`src/rtl/mult_issue_pkg.sv`:
```
// rtl/mult_issue_pkg.sv - shared types and default constants for the multiplier issue stage
package mult_issue_pkg;

    typedef enum logic [1:0] {
        IDLE  = 2'd0,
        START = 2'd1,
        RUN   = 2'd2,
        DONE  = 2'd3
    } state_t;

    localparam int N_DEF        = 32;
    localparam int DEPTH_DEF    = 4;
    localparam int MULT_LAT_DEF = 36;

endpackage

```
`src/rtl/mult_issue_ctrl_if.sv`:
```
// rtl/mult_issue_ctrl_if.sv - operand, multiplier and product handshake bundle
interface mult_issue_ctrl_if
    import mult_issue_pkg::*;
#(
    parameter int N     = N_DEF,
    parameter int DEPTH = DEPTH_DEF
) ();

    logic                     in_valid;
    logic                     in_ready;
    logic [N-1:0]             in_a;
    logic [N-1:0]             in_b;
    logic [N-1:0]             mult_a;
    logic [N-1:0]             mult_b;
    logic                     mult_start;
    logic [2*N-1:0]           mult_result;
    logic                     out_valid;
    logic                     out_ready;
    logic [2*N-1:0]           out_result;
    logic                     busy;
    logic [$clog2(DEPTH):0]   fifo_count;

    // Issue controller side
    modport slave (
        input  in_valid, in_a, in_b, mult_result, out_ready,
        output in_ready, mult_a, mult_b, mult_start, out_valid, out_result, busy, fifo_count
    );

    // Producer / multiplier / consumer side
    modport master (
        output in_valid, in_a, in_b, mult_result, out_ready,
        input  in_ready, mult_a, mult_b, mult_start, out_valid, out_result, busy, fifo_count
    );

endinterface

```
`src/rtl/op_fifo.sv`:
```
// rtl/op_fifo.sv - synchronous operand-pair FIFO with occupancy count
module op_fifo
    import mult_issue_pkg::*;
#(
    parameter int W     = 2 * N_DEF,
    parameter int DEPTH = DEPTH_DEF
) (
    input  logic                    clk,
    input  logic                    reset,
    input  logic                    push,
    input  logic                    pop,
    input  logic [W-1:0]            wdata,
    output logic [W-1:0]            rdata,
    output logic                    full,
    output logic                    empty,
    output logic [$clog2(DEPTH):0]  count
);

    localparam int AW = $clog2(DEPTH);
    localparam logic [AW:0] FULL_CNT = DEPTH[AW:0];

    logic [W-1:0]  mem [DEPTH];
    logic [AW-1:0] wr_ptr;
    logic [AW-1:0] rd_ptr;
    logic [AW:0]   cnt;
    logic          push_ok;
    logic          pop_ok;

    assign full    = (cnt == FULL_CNT);
    assign empty   = (cnt == '0);
    assign count   = cnt;
    assign rdata   = mem[rd_ptr];
    assign push_ok = push && !full;
    assign pop_ok  = pop && !empty;

    // Storage array; contents are don't-care until written, so no reset needed
    always_ff @(posedge clk) begin
        if (push_ok) begin
            mem[wr_ptr] <= wdata;
        end
    end

    // Pointers wrap naturally because DEPTH is a power of two
    always_ff @(posedge clk) begin
        if (!reset) begin
            wr_ptr <= '0;
            rd_ptr <= '0;
            cnt    <= '0;
        end else begin
            if (push_ok) begin
                wr_ptr <= wr_ptr + 1'b1;
            end
            if (pop_ok) begin
                rd_ptr <= rd_ptr + 1'b1;
            end
            case ({push_ok, pop_ok})
                2'b10:   cnt <= cnt + 1'b1;
                2'b01:   cnt <= cnt - 1'b1;
                default: cnt <= cnt;
            endcase
        end
    end

endmodule

```
`src/rtl/mult_issue_ctrl.sv`:
```
// rtl/mult_issue_ctrl.sv - buffers operand pairs and sequences them through the fixed-latency multiplier
module mult_issue_ctrl
    import mult_issue_pkg::*;
#(
    parameter int N        = N_DEF,
    parameter int DEPTH    = DEPTH_DEF,
    parameter int MULT_LAT = MULT_LAT_DEF
) (
    input  logic               clk,
    input  logic               reset,
    mult_issue_ctrl_if.slave   bus
);

    localparam int CW = $clog2(MULT_LAT + 1);

    state_t                   state;
    logic [CW-1:0]            lat_cnt;
    logic [N-1:0]             a_q;
    logic [N-1:0]             b_q;
    logic                     start_q;
    logic                     out_valid_q;
    logic [2*N-1:0]           out_result_q;

    logic [2*N-1:0]           head;
    logic                     full;
    logic                     empty;
    logic [$clog2(DEPTH):0]   count;
    logic                     push;
    logic                     pop;

    // Accept only on free space; a same-cycle pop does not open a slot
    assign push = bus.in_valid && !full;
    assign pop  = (state == IDLE) && !empty;

    op_fifo #(
        .W     (2 * N),
        .DEPTH (DEPTH)
    ) u_fifo (
        .clk   (clk),
        .reset (reset),
        .push  (push),
        .pop   (pop),
        .wdata ({bus.in_a, bus.in_b}),
        .rdata (head),
        .full  (full),
        .empty (empty),
        .count (count)
    );

    assign bus.in_ready   = !full;
    assign bus.fifo_count = count;
    assign bus.mult_a     = a_q;
    assign bus.mult_b     = b_q;
    assign bus.mult_start = start_q;
    assign bus.out_valid  = out_valid_q;
    assign bus.out_result = out_result_q;
    assign bus.busy       = (state != IDLE);

    // Issue sequencer: pop, pulse start, wait out the latency, hold the product until taken
    always_ff @(posedge clk) begin
        if (!reset) begin
            state        <= IDLE;
            lat_cnt      <= '0;
            a_q          <= '0;
            b_q          <= '0;
            start_q      <= 1'b0;
            out_valid_q  <= 1'b0;
            out_result_q <= '0;
        end else begin
            start_q <= 1'b0;
            case (state)
                IDLE: begin
                    if (!empty) begin
                        {a_q, b_q} <= head;
                        start_q    <= 1'b1;
                        state      <= START;
                    end
                end
                START: begin
                    lat_cnt <= CW'(MULT_LAT - 1);
                    state   <= RUN;
                end
                RUN: begin
                    if (lat_cnt == '0) begin
                        out_result_q <= bus.mult_result;
                        out_valid_q  <= 1'b1;
                        state        <= DONE;
                    end else begin
                        lat_cnt <= lat_cnt - 1'b1;
                    end
                end
                DONE: begin
                    if (bus.out_ready) begin
                        out_valid_q <= 1'b0;
                        state       <= IDLE;
                    end
                end
                default: state <= IDLE;
            endcase
        end
    end

endmodule

```
`src/flat_wrapper.sv`:
```
// flat-port wrapper written by rule: the top's interface ports become plain ports
module mult_issue_ctrl_flat import mult_issue_pkg::*;
#(
    parameter int N        = N_DEF,
    parameter int DEPTH    = DEPTH_DEF,
    parameter int MULT_LAT = MULT_LAT_DEF
)
  (clk, reset, bus_in_valid, bus_in_a, bus_in_b, bus_mult_result, bus_out_ready, bus_in_ready, bus_mult_a, bus_mult_b, bus_mult_start, bus_out_valid, bus_out_result, bus_busy, bus_fifo_count);
  mult_issue_ctrl_if #(.N(N), .DEPTH(DEPTH)) bus_i ();
  input  logic clk;
  input  logic reset;
  input wire logic [$bits(bus_i.in_valid)-1:0] bus_in_valid;
  input wire logic [$bits(bus_i.in_a)-1:0] bus_in_a;
  input wire logic [$bits(bus_i.in_b)-1:0] bus_in_b;
  input wire logic [$bits(bus_i.mult_result)-1:0] bus_mult_result;
  input wire logic [$bits(bus_i.out_ready)-1:0] bus_out_ready;
  output wire logic [$bits(bus_i.in_ready)-1:0] bus_in_ready;
  output wire logic [$bits(bus_i.mult_a)-1:0] bus_mult_a;
  output wire logic [$bits(bus_i.mult_b)-1:0] bus_mult_b;
  output wire logic [$bits(bus_i.mult_start)-1:0] bus_mult_start;
  output wire logic [$bits(bus_i.out_valid)-1:0] bus_out_valid;
  output wire logic [$bits(bus_i.out_result)-1:0] bus_out_result;
  output wire logic [$bits(bus_i.busy)-1:0] bus_busy;
  output wire logic [$bits(bus_i.fifo_count)-1:0] bus_fifo_count;
  assign bus_i.in_valid = bus_in_valid;
  assign bus_i.in_a = bus_in_a;
  assign bus_i.in_b = bus_in_b;
  assign bus_i.mult_result = bus_mult_result;
  assign bus_i.out_ready = bus_out_ready;
  assign bus_in_ready = bus_i.in_ready;
  assign bus_mult_a = bus_i.mult_a;
  assign bus_mult_b = bus_i.mult_b;
  assign bus_mult_start = bus_i.mult_start;
  assign bus_out_valid = bus_i.out_valid;
  assign bus_out_result = bus_i.out_result;
  assign bus_busy = bus_i.busy;
  assign bus_fifo_count = bus_i.fifo_count;
  mult_issue_ctrl #(.N(N), .DEPTH(DEPTH), .MULT_LAT(MULT_LAT)) u_core (.clk(clk), .reset(reset), .bus(bus_i));
endmodule
```
`config.mk`:
```
export PLATFORM = sky130hd
export DESIGN_NAME = mult_issue_ctrl_flat
export DESIGN_NICKNAME = d
export VERILOG_FILES = /design/src/rtl/mult_issue_pkg.sv /design/src/rtl/mult_issue_ctrl_if.sv /design/src/rtl/op_fifo.sv /design/src/rtl/mult_issue_ctrl.sv /design/src/flat_wrapper.sv
export SDC_FILE = /design/constraint.sdc
export NUM_CORES = 1
export LEC_CHECK = 0
export CORE_ASPECT_RATIO = 1.1
export CORE_MARGIN = 5
export CORE_UTILIZATION = 45
export DETAILED_ROUTE_END_ITERATION = 8
export GPL_ROUTABILITY_DRIVEN = 0
export GPL_TIMING_DRIVEN = 1
export MAX_ROUTING_LAYER = met4
export PLACE_DENSITY = 0.81
export SLEW_MARGIN = 10
export SYNTH_ARGS = -nofsm -noshare
export SYNTH_HDL_FRONTEND = slang
export SYNTH_SLANG_ARGS = --single-unit
```
`constraint.sdc`:
```
create_clock -name clk -period 2.55 [get_ports clk]
set_clock_uncertainty 0.1 [all_clocks]
set_input_delay 0.3825 -clock clk [delete_from_list [all_inputs] [get_ports clk]]
set_output_delay 0.3825 -clock clk [all_outputs]
set_load 0.1 [all_outputs]
```
# Yosys cells after proc, flatten, opt, wreduce, memory -nomap -nowiden
# Memories as Yosys holds them, arrays and structs flattened. A register that Yosys moved wholly into a read port is not among the register bits.
# Index checks and enable logic that the tools add are counted.
[word_totals]
regBits = 81
latch_bits = 0
ramBits = 256
rom_bits = 0
input_bits = 132
output_inout_bits = 135
elab_cells = 58
n_memories = 1
[op_classes]
n_addsub = 5
mul = 0
div = 0
n_lt_le_gt_ge = 0
n_eq_ne = 10
shifts = 0
mux = 13
n_bitwise = 1
reduce_logical = 20
[memory_table]
columns = ["name", "words", "width", "read_ports", "rd_clocked_by_memory_dff", "wr", "line_no", "text"]
rows = [
  ["u_core.u_fifo.mem", 4, 64, 1, 1, 1, "op_fifo.sv:22", "logic [W-1:0] mem [DEPTH];"],
]
[ops]
columns = ["operator", "count"]
rows = [
  ["$pmux W6 S2", 1],
  ["$pmux W2 S4", 1],
  ["$reduce_and A2 Y1", 4],
  ["$reduce_bool A2 Y1", 4],
  ["$eq A2 B2 Y1 const B", 3],
  ["$logic_not A6 Y1", 1],
  ["$mux W2", 3],
  ["$mux W6", 1],
  ["$ne A2 B2 Y1 const B", 3],
  ["$pmux W3 S2", 1],
  ["$reduce_and A3 Y1", 2],
  ["$sub A6 B1 Y6 const B", 1],
  ["$mux W1", 5],
  ["$add A2 B1 Y2 const B", 2],
  ["$eq A2 B1 Y1 const B", 2],
  ["$logic_and A1 B1 Y1", 4],
  ["$add A3 B1 Y3 const B", 1],
  ["$eq A3 B3 Y1 const B", 1],
  ["$logic_not A1 Y1", 3],
  ["$logic_not A3 Y1", 1],
  ["$sub A3 B1 Y3 const B", 1],
  ["$logic_not A2 Y1", 1],
  ["$ne A2 B1 Y1 const B", 1],
  ["$pmux W1 S2", 1],
  ["$not A1 Y1", 1],
]

# Depth between registers and ports, before layout
# Gate-level depths: netlist of run 1.
[logic_depth]
word_depth = 6
depth_mapped = 9
mapped_depth_nobuf = 9

# Cells and area by module
# Synthesis of run 1 repeated with hierarchy kept, for this count alone.
[hier_totals]
hier_cells = 1026
area_unflattened_um2 = 14899.3
[modules_own_cells]
columns = ["module", "instances", "cells_each", "area_per_inst_um2", "seq_area_each_um2"]
rows = [
  ["op_fifo", 1, 388, 9808.2, 7867.5],
  ["mult_issue_ctrl", 1, 638, 5091.1, 2762.6],
]

# Worst setup path after synthesis of run 1
# No wires, ideal clock.
[synth_path]
path_kind = "reg2reg"
start = "register u_core.u_fifo.cnt[0], in the netlist u_core.u_fifo.count[0]"
end = "memory u_core.u_fifo.mem[0][0] (netlist bit), enable pin"
arrival_time_ns = 3.580
required_ns = 2.021
setup_slack_ns = -1.559
path_stages_with_launch = 3
synth_period_minus_slack_ns = 4.109
cell_sequence = "dfxtp_1 or3b_1 and3_1"
[synth_between]
elab_chain_len = 6
[synth_lines]
columns = ["element", "line_no", "text"]
rows = [
  ["start: declaration", "op_fifo.sv:25", "logic [AW:0] cnt;"],
  ["start signal: assignment", "op_fifo.sv:57", "2'b10: cnt <= cnt + 1'b1;"],
  ["start signal: assignment", "op_fifo.sv:58", "2'b01: cnt <= cnt - 1'b1;"],
  ["start signal: assignment", "op_fifo.sv:59", "default: cnt <= cnt;"],
  ["$eq A3 B3 Y1 (*)", "op_fifo.sv:29", "assign full = (cnt == FULL_CNT);"],
  ["$logic_not A1 Y1 (*)", "n/a", ""],
  ["via bus_in_ready", "flat_wrapper.sv:17", "output wire logic [$bits(bus_i.in_ready)-1:0] bus_in_ready;"],
  ["$logic_and A1 B1 Y1", "mult_issue_ctrl.sv:32", "assign push = bus.in_valid && !full;"],
  ["$logic_and A1 B1 Y1 (*)", "op_fifo.sv:33", "assign push_ok = push && !full;"],
  ["$mux W1 (*)", "op_fifo.sv:38", "if (push_ok) begin"],
  ["$mux W1 (not written as such) (*)", "op_fifo.sv:39", "mem[wr_ptr] <= wdata;"],
  ["end: declaration", "op_fifo.sv:22", ""],
]
# The timed path passes the listed nets; every way through them passes the cells marked *.

# Worst setup path after layout of run 1
[layout_path]
start = "register u_core.u_fifo.cnt[2], in the netlist u_core.u_fifo.count[2]"
end = "register u_core.u_fifo.cnt[2], in the netlist u_core.u_fifo.count[2]"
[layout_between]
elab_chain_len = 6
[layout_lines]
columns = ["element", "line_no", "text"]
rows = [
  ["$eq A3 B3 Y1 or $logic_not A3 Y1 (tied branches)", "op_fifo.sv:29, op_fifo.sv:30", ""],
  ["$logic_not A1 Y1, on equally long branches", "n/a", ""],
  ["$logic_and A1 B1 Y1, on equally long branches", "mult_issue_ctrl.sv:32, mult_issue_ctrl.sv:33", ""],
  ["$logic_and A1 B1 Y1, on equally long branches", "op_fifo.sv:33, op_fifo.sv:34", ""],
  ["$eq A2 B1 Y1 or $eq A2 B2 Y1 (tied branches)", "op_fifo.sv:56", "case ({push_ok, pop_ok})"],
  ["$pmux W3 S2 or $reduce_bool A2 Y1 (tied branches)", "n/a", ""],
]
# Several ways; a longest one is shown, not always the timed one.
# A chain may end at the register's enable or synchronous reset.

==> metrics.yaml, run 1 <==
outcome:
  outcome: "complete, no violations"
finish:
  area_growth_pct: 29.46
  antenna_cells: 0
  fillers: 2365
  multiInputGateArea_um2: 3521
  final_util: 0.5918
  fin_nets: 1289
  drive_above_1_share: 0.2579
  seq_area_um2: 10600
  stdcell_count: 1595
  fin_area_um2: 18630
setup_path:
  reg2reg_from: "u_core.u_fifo.count[2]$_SDFFE_PN0P_"
  rrSetupSlack_ps: 240
  critPathKind: "reg2reg"
  worstRegToRegCells: 9
  arrival_ps: 2640
  crit_path_start: "u_core.u_fifo.count[2]$_SDFFE_PN0P_"
  required_ps: 2890
  crit_fanout: 6
  rr_endpoint: "u_core.u_fifo.count[2]$_SDFFE_PN0P_"
  end_kind: "register"
  worst_setup_path_start_kind: "register"
placement:
  place_inst: 1522
  io_buffers: 266
  place_area_um2: 17350
  place.detailed.hpwl_um: 19780
  dp_slack_ps: 191.5
cts:
  clk_pin_slew_ps: 60
  cts_resized: 0
  cts_buffers: 40
  ctsLongestPathBuffers: 3
  root_buffer: "clkbuf_16"
  tritoncts: "yes"
  post_cts_buffers: 0
  clock_sinks: 401
  cts_hold_buf: 0
  insertion_delay_ps: 510
  htree_levels: 2
global_route:
  grt_pass1_wl_um: 48080
  grt_use_total: 0.1756
  antenna_found_initial: 0
  grt_overflow: 0
  grt_max_degree: 66
  grt_pass1_vias: 8694
drt:
  via_count: 8329
  drc: 0
  drt-initial-drc-count: 413
  firstDrtPassIters: 4
  viasPerCell: 5.222
  routedWlPerCell_um: 19.50
  ant_nets: 0
  drt_wl_total_um: 31100
yosys:
  yosysWarnings: 0
  ys_seq_area_frac: 0.7359
  synth_edf_count: 256
  ys_seq_elements: 401
  synthesis.area_um2: 14390
  synthArstFlopShare: 0
  synth.most_common_cell: "edfxtp_1"
  syn_nets: 1009
  yosysTopAreaCell: "edfxtp_1"
  synth.area.top_cells: "edfxtp_1 (53%), dfxtp_1 (20%), mux4_2 (10%)"
  syn_inst: 864
  synth_ff_type: "edfxtp_1"
  syn_area_per_cell_um2: 16.66
  synthTopCellsByCount: "edfxtp_1 (256), dfxtp_1 (145), nand2_1 (136)"
  post-synth-top-area-fraction: 0.5342
  synth_cell_types: 42
worst_hold_path:
  worstHoldPathType: "in2reg"
  whs_endpoint: "u_core.bus.out_result[30]$_SDFFE_PN0P_"
  hold_start: "bus_mult_result[30]"
  holdPathStages: 3
timing:
  setup_viol_count_final: 0
  fin_crit_ps: 2309
  max_freq_mhz: 433.0
  slew_viol_final: 0
  period_share: 0.9056
  finalHoldViolCount: 0
  tightestPinTransition_ps: 561.1
  postLayoutSetupSlackWorst_ps: 240.6
  holdWs_ps: 312.3
  max_slew_margin: 0.6259
  rsz0062_at_grt: "no"
  tns_ps: 0
floorplan:
  ios: 267
  die_y_um: 197.6
  coreArea_um2: 31480
  dieArea_um2: 35660
  fp.dieW_um: 180.5
  fp-row-count: 68
  start_util: 0.4571
power:
  ir_drop_v: 0.0006727
  finalPower_mw: 23.23
  power-per-cell-area_nw_per_um2: 1247
  p_leak_nw: 6.566
job:
  maxCapViolations: 0
## where the power goes
part | internal [mW] | total [mW] | switching, mW | leakage [nW]
Combinational | 2.46 | 8.92 | 6.46 | 2.41
Clock | 3.32 | 5.62 | 2.31 | 0.626
Sequential | 8.09 | 8.69 | 0.597 | 3.53
## registers in the layout (all words and copies together), names as in the netlist
name	cells
u_core.u_fifo.rd_ptr	2
u_core.bus.mult_b	32
u_core.bus.mult_a	32
u_core.u_fifo.mem	256
u_core.state	2
u_core.lat_cnt	6
u_core.bus.out_result	64
u_core.u_fifo.count	3
u_core.bus.mult_start	1
u_core.bus.out_valid	1
u_core.u_fifo.wr_ptr	2
## per-layer routing
layer	GRT usage	part of all wire
met3	0.04880	0.081
met1	0.2161	0.40
met5	-	0
met4	0.03782	0.016
met2	0.2945	0.50
## worst max path at each step
stage                                                         to  depth (start not counted)
after floorplan              u_core.u_fifo.count[2]$_SDFFE_PN0P_                          9
after global placement       u_core.u_fifo.count[2]$_SDFFE_PN0P_                          9
after detailed placement     u_core.u_fifo.count[2]$_SDFFE_PN0P_                          9
after CTS                    u_core.u_fifo.count[2]$_SDFFE_PN0P_                          9
after global routing      u_core.bus.out_result[52]$_SDFFE_PN0P_                          7
final                        u_core.u_fifo.count[2]$_SDFFE_PN0P_                          9
## area by class of cell
cell class / instances / area share
Sequential cell: 401 / 0.5692
Multi-Input combinational cell: 400 / 0.1890
Timing Repair Buffer: 287 / 0.1420
Clock buffer: 60 / 0.06125
Tap cell: 420 / 0.02821
Clock inverter: 13 / 0.007388
Inverter: 14 / 0.002955
## logic make-up after synthesis
family | Yosys count | share of synthesized area
AO/OA/AOI/OAI | 148 | 0.07408
XOR/XNOR | 5 | 0.003044
adder cells (fa/ha/maj) | 13 | 0.01182
buffers and inverters | 63 | 0.02261
flip-flops | 401 | 0.7359
multiplexers | 67 | 0.1023
AND/OR/NAND/NOR | 167 | 0.05026
## layout by cell type (no fill, tap or decap), types with 4 or more instances in the layout
master / count
a21boi_0: 16
a21boi_1: 7
a21oi_1: 48
a22o_1: 64
and2_1: 5
and3_4: 4
buf_12: 13
buf_4: 143
clkbuf_1: 12
clkbuf_16: 40
clkbuf_8: 6
clkdlybuf4s50_1: 131
dfxtp_1: 140
edfxtp_1: 256
ha_1: 11
inv_1: 12
inv_4: 4
mux4_2: 64
nand2_1: 136
nor2_1: 5
o21ai_0: 5
## worst max-delay path, cell delays in order, from the launching register on
cell,delay (ps)
dfxtp_4,360
or3b_4,430
and2_4,180
inv_4,60
ha_4,130
inv_2,40
fa_2,350
xor2_1,160
or3_1,310
a21boi_1,120
Note: power is estimated with default switching activity, not from simulation.
==> run 2, diff against run 1 <==
--- a/config.mk
+++ b/config.mk
@@ -8,6 +8,7 @@
 export CORE_ASPECT_RATIO = 1.1
 export CORE_MARGIN = 5
 export CORE_UTILIZATION = 45
+export CTS_CLUSTER_DIAMETER = 120
 export DETAILED_ROUTE_END_ITERATION = 8
 export GPL_ROUTABILITY_DRIVEN = 0
 export GPL_TIMING_DRIVEN = 1
==> results of run 2 <==
The final DEF is identical to that of run 1; final timing and power are the same.
==> run 3, diff against run 2 <==
--- a/config.mk
+++ b/config.mk
@@ -6,7 +6,7 @@
 export NUM_CORES = 1
 export LEC_CHECK = 0
 export CORE_ASPECT_RATIO = 1.1
-export CORE_MARGIN = 5
+export CORE_MARGIN = 2
 export CORE_UTILIZATION = 45
 export CTS_CLUSTER_DIAMETER = 120
 export DETAILED_ROUTE_END_ITERATION = 8
==> run 3 against run 2 <==
Compared with the run above:
- the run now fails in detailed routing
- global-route usage rose by 1.2 points
- area after synthesis is the same
- synthesized cell count unchanged
==> metrics.yaml, run 3 <==
cts:
  root_buffer: "clkbuf_16"
  cts_hold_buf: 0  # unchanged
  clock_sinks: 401  # unchanged
  ctsLongestPathBuffers: 3  # unchanged
  htree_levels: 2  # unchanged
  cts_buffers: 40  # unchanged
  post_cts_buffers: 0  # unchanged
  cts_resized: 0  # unchanged
yosys:
  syn_area_per_cell_um2: 16.66  # unchanged
  syn_nets: 1009  # unchanged
  post-synth-top-area-fraction: 0.5342  # unchanged
  synth.area.top_cells: "edfxtp_1 (53%), dfxtp_1 (20%), mux4_2 (10%)"
  synthArstFlopShare: 0  # unchanged
  synthTopCellsByCount: "edfxtp_1 (256), dfxtp_1 (145), nand2_1 (136)"
  synth.most_common_cell: "edfxtp_1"
  ys_seq_elements: 401  # unchanged
  synth_cell_types: 42  # unchanged
  yosysTopAreaCell: "edfxtp_1"
  yosysWarnings: 0  # unchanged
  synth_ff_type: "edfxtp_1"
  synth_edf_count: 256  # unchanged
  ys_seq_area_frac: 0.7359  # unchanged
  synthesis.area_um2: 14390  # unchanged
  syn_inst: 864  # unchanged
floorplan:
  fp-row-count: 68  # unchanged
  fp.dieW_um: 174.5  # -3.3%
  start_util: 0.4571  # unchanged
  die_y_um: 191.6  # -3.0%
  ios: 267  # unchanged
outcome:
  firstError: "[ERROR DRT-0255] Maze Route cannot find path of net clk in worker of routeBox ( 144900 0 ) ( 174500 48300 )."
  lastStage: "detailed routing"
  outcome: "stopped before the end"
global_route:
  grt_overflow: 0  # unchanged
  grt_use_total: 0.1877  # +0.01211
  antenna_found_initial: 3  # +3
  grt_max_degree: 66  # unchanged
  grt_pass1_vias: 8641  # -0.61%
  grt_pass1_wl_um: 46960  # -2.3%
placement:
  dp_slack_ps: 97.60  # -93.88 ps
  place_inst: 1516  # -0.39%
  io_buffers: 266  # unchanged
  place.detailed.hpwl_um: 18460  # -6.7%
==> run 3: cells by family after synthesis <==
logic type	Yosys count	synth area share
flops	401	0.7359
simple gates	167	0.05026
compound gates	148	0.07408
mux	67	0.1023
buf+inv	63	0.02261
fa+ha+maj	13	0.01182
xor+xnor	5	0.003044
==> run 3: per-layer routing <==
metal,global-route usage
met4,0.05192
met1,0.2187
met2,0.3240
met5,-
met3,0.04853
==> run 3: through the flow <==
step                setup TNS [ps]  hold WS, ps  utilization  instance area [um2]
global placement                 0        342.2       0.5489                17280
global route                     0        285.0       0.5889                18540
CTS                              0        274.4       0.5886                18530
detailed placement               0        346.9       0.5489                17280
floorplan                   -80.23        367.7            -                14440
==> run 4, diff against run 3 <==
--- a/config.mk
+++ b/config.mk
@@ -5,15 +5,12 @@
 export SDC_FILE = /design/constraint.sdc
 export NUM_CORES = 1
 export LEC_CHECK = 0
-export CORE_ASPECT_RATIO = 1.1
 export CORE_MARGIN = 2
-export CORE_UTILIZATION = 45
-export CTS_CLUSTER_DIAMETER = 120
+export CORE_UTILIZATION = 30
 export DETAILED_ROUTE_END_ITERATION = 8
 export GPL_ROUTABILITY_DRIVEN = 0
 export GPL_TIMING_DRIVEN = 1
-export MAX_ROUTING_LAYER = met4
-export PLACE_DENSITY = 0.81
+export PLACE_DENSITY_LB_ADDON = 0.15
 export SLEW_MARGIN = 10
 export SYNTH_ARGS = -nofsm -noshare
 export SYNTH_HDL_FRONTEND = slang
==> constraint.sdc (replaced) <==
create_clock -name clk -period 3.3 [get_ports clk]
set_clock_uncertainty 0.1 [all_clocks]
set_input_delay 0.495 -clock clk [delete_from_list [all_inputs] [get_ports clk]]
set_output_delay 0.495 -clock clk [all_outputs]
set_load 0.1 [all_outputs]
==> run 4 against run 3 <==
Compared with the run above:
- the run now ends clean
- global-route usage down 4.7 points
==> metrics.yaml, run 4 (same netlist as run 1, synthesis figures left out) <==
outcome:
  outcome: "complete, no violations"
setup_path:
  worstRegToRegCells: 9
  arrival_ps: 2070
  required_ps: 2700
  slowest_delay_ps: 1150
  rrSetupSlack_ps: 780
  end_kind: "output port"
  critPathKind: "reg2out"
  crit_chain: "clkdlybuf4s50_1"
  rr_endpoint: "u_core.u_fifo.count[2]$_SDFFE_PN0P_"
  path_buf_inv: 1
  crit_fanout: 2
  reg2reg_from: "u_core.u_fifo.count[0]$_SDFFE_PN0P_"
  slowest_stage: "clkdlybuf4s50_1"
  cp_top_family: "buffers and inverters"
  worst_setup_path_start_kind: "register"
floorplan:
  coreArea_um2: 47550
  dieArea_um2: 49740
  start_util: 0.3027  # -0.1545
  die_y_um: 223.0  # +16%
  ios: 267  # unchanged
  fp.dieW_um: 223.0  # +28%
  fp-row-count: 80  # +18%
job:
  maxCapViolations: 0
timing:
  max_slew_margin: 0.3416
  tightestPinTransition_ps: 984.6
  finalHoldViolCount: 0
  fin_crit_ps: 2660
  slew_viol_final: 0
  period_share: 0.8061
  tns_ps: 0
  max_freq_mhz: 375.9
  setup_viol_count_final: 0
  rsz0062_at_grt: "no"
power:
  finalPower_mw: 18.38
  p_leak_nw: 6.500
  ir_drop_v: 0.0004197
  power-per-cell-area_nw_per_um2: 965.9
global_route:
  grt_pass1_vias: 8675  # +0.39%
  grtUsageMet3: 0.04662  # -0.001906
  grt_use_met2: 0.2165  # -0.1075
  grt_max_degree: 66  # unchanged
  grt.busiest_layer: "met2"
  grt_overflow: 0  # unchanged
  antenna_found_initial: 1  # -2
  grt_pass1_wl_um: 53290  # +13%
  met1_usage: 0.1909  # -0.02786
  grt_use_total: 0.1408  # -0.04690
finish:
  drive_above_1_share: 0.2110
  final_common_cell: "edfxtp_1"
  layout_common_cells: "edfxtp_1 (256), clkdlybuf4s50_1 (174), dfxtp_1 (142), nand2_1 (136), buf_4 (96)"
  fin_nets: 1289
  regMostFlops: "u_core.u_fifo.mem"
  final_util: 0.4002
  area_growth_pct: 32.23
  fillers: 4421
  stdcell_count: 1799
  largest_reg_flops: 256
cts:
  root_buffer: "clkbuf_16"
  tritoncts: "yes"
  insertion_delay_ps: 570
  ctsLongestPathBuffers: 3  # unchanged
  htree_levels: 2  # unchanged
  clk_pin_slew_ps: 60
  cts_buffers: 45  # +13%
  cts_resized: 0  # unchanged
  cts_hold_buf: 0  # unchanged
  post_cts_buffers: 0  # unchanged
  clock_sinks: 401  # unchanged
worst_hold_path:
  worstHoldPathType: "reg2reg"
  hold_start: "u_core.bus.out_result[12]$_SDFFE_PN0P_"
  holdPathStages: 2
  whs_endpoint: "u_core.bus.out_result[12]$_SDFFE_PN0P_"
drt:
  firstDrtPassIters: 4
  drt-initial-drc-count: 497
  via_count: 8329
  drc: 0
  ant_nets: 0
  routedWlPerCell_um: 19.54
  viasPerCell: 4.630
  drt_wl_total_um: 35160
placement:
  place.detailed.hpwl_um: 20890  # +13%
  place_inst: 1712  # +13%
  io_buffers: 266  # unchanged
[run 4: layer usage]
layer,share of wire,routed length (um)
met5,0,0
met4,0.017,604
met3,0.083,2901
met2,0.45,15820
met1,0.45,15840
[run 4: cell type report]
type,instances,area (um2),share of cell area
sequential,401,10600,0.5570
multi-input combinational,400,3503,0.1841
timing repair buffer,282,2703,0.1420
clock buffer,61,1237,0.06503
tap,615,769.5,0.04044
clock inverter,22,153.9,0.008088
inverter,14,52.55,0.002762
antenna,4,10.01,0.0005260
[run 4: worst reg2reg max path: cells and delay by family (launching register included)]
family,cells,cell delay (ps)
AO/OA/AOI/OAI,1,150
XOR/XNOR,1,180
adder cells (fa/ha/maj),2,550
buffers and inverters,2,140
flip-flops,1,360
AND/OR/NAND/NOR,3,960
[run 4: stage by stage]
stage	hold WS, ps	cell area, um2	setup WS [ps]
4_1_cts	343.2	19020	598.2
2_1_floorplan	367.7	14400	232.5
6_report	353.3	19030	639.8
5_1_grt	365.6	19020	581.6
3_5_place_dp	346.6	17630	613.1
3_3_place_gp	341.6	17630	635.8
[run 4: worst max path at each step]
stage                                        start                             endpoint  cells past startpoint
6_report         u_core.bus.mult_a[2]$_SDFFE_PN0P_                        bus_mult_a[2]                      1
5_1_grt          u_core.bus.mult_a[2]$_SDFFE_PN0P_                        bus_mult_a[2]                      1
4_1_cts          u_core.bus.mult_a[2]$_SDFFE_PN0P_                        bus_mult_a[2]                      1
3_5_place_dp                          bus_in_valid  u_core.u_fifo.count[2]$_SDFFE_PN0P_                      9
3_3_place_gp                          bus_in_valid  u_core.u_fifo.count[2]$_SDFFE_PN0P_                      9
2_1_floorplan  u_core.u_fifo.count[0]$_SDFFE_PN0P_  u_core.u_fifo.count[2]$_SDFFE_PN0P_                      9
[run 4: report_power, final]
group / internal [mW] / switching (mW)
Sequential: 6.25 / 0.515
Clock: 2.71 / 1.97
Combinational: 1.93 / 5.00
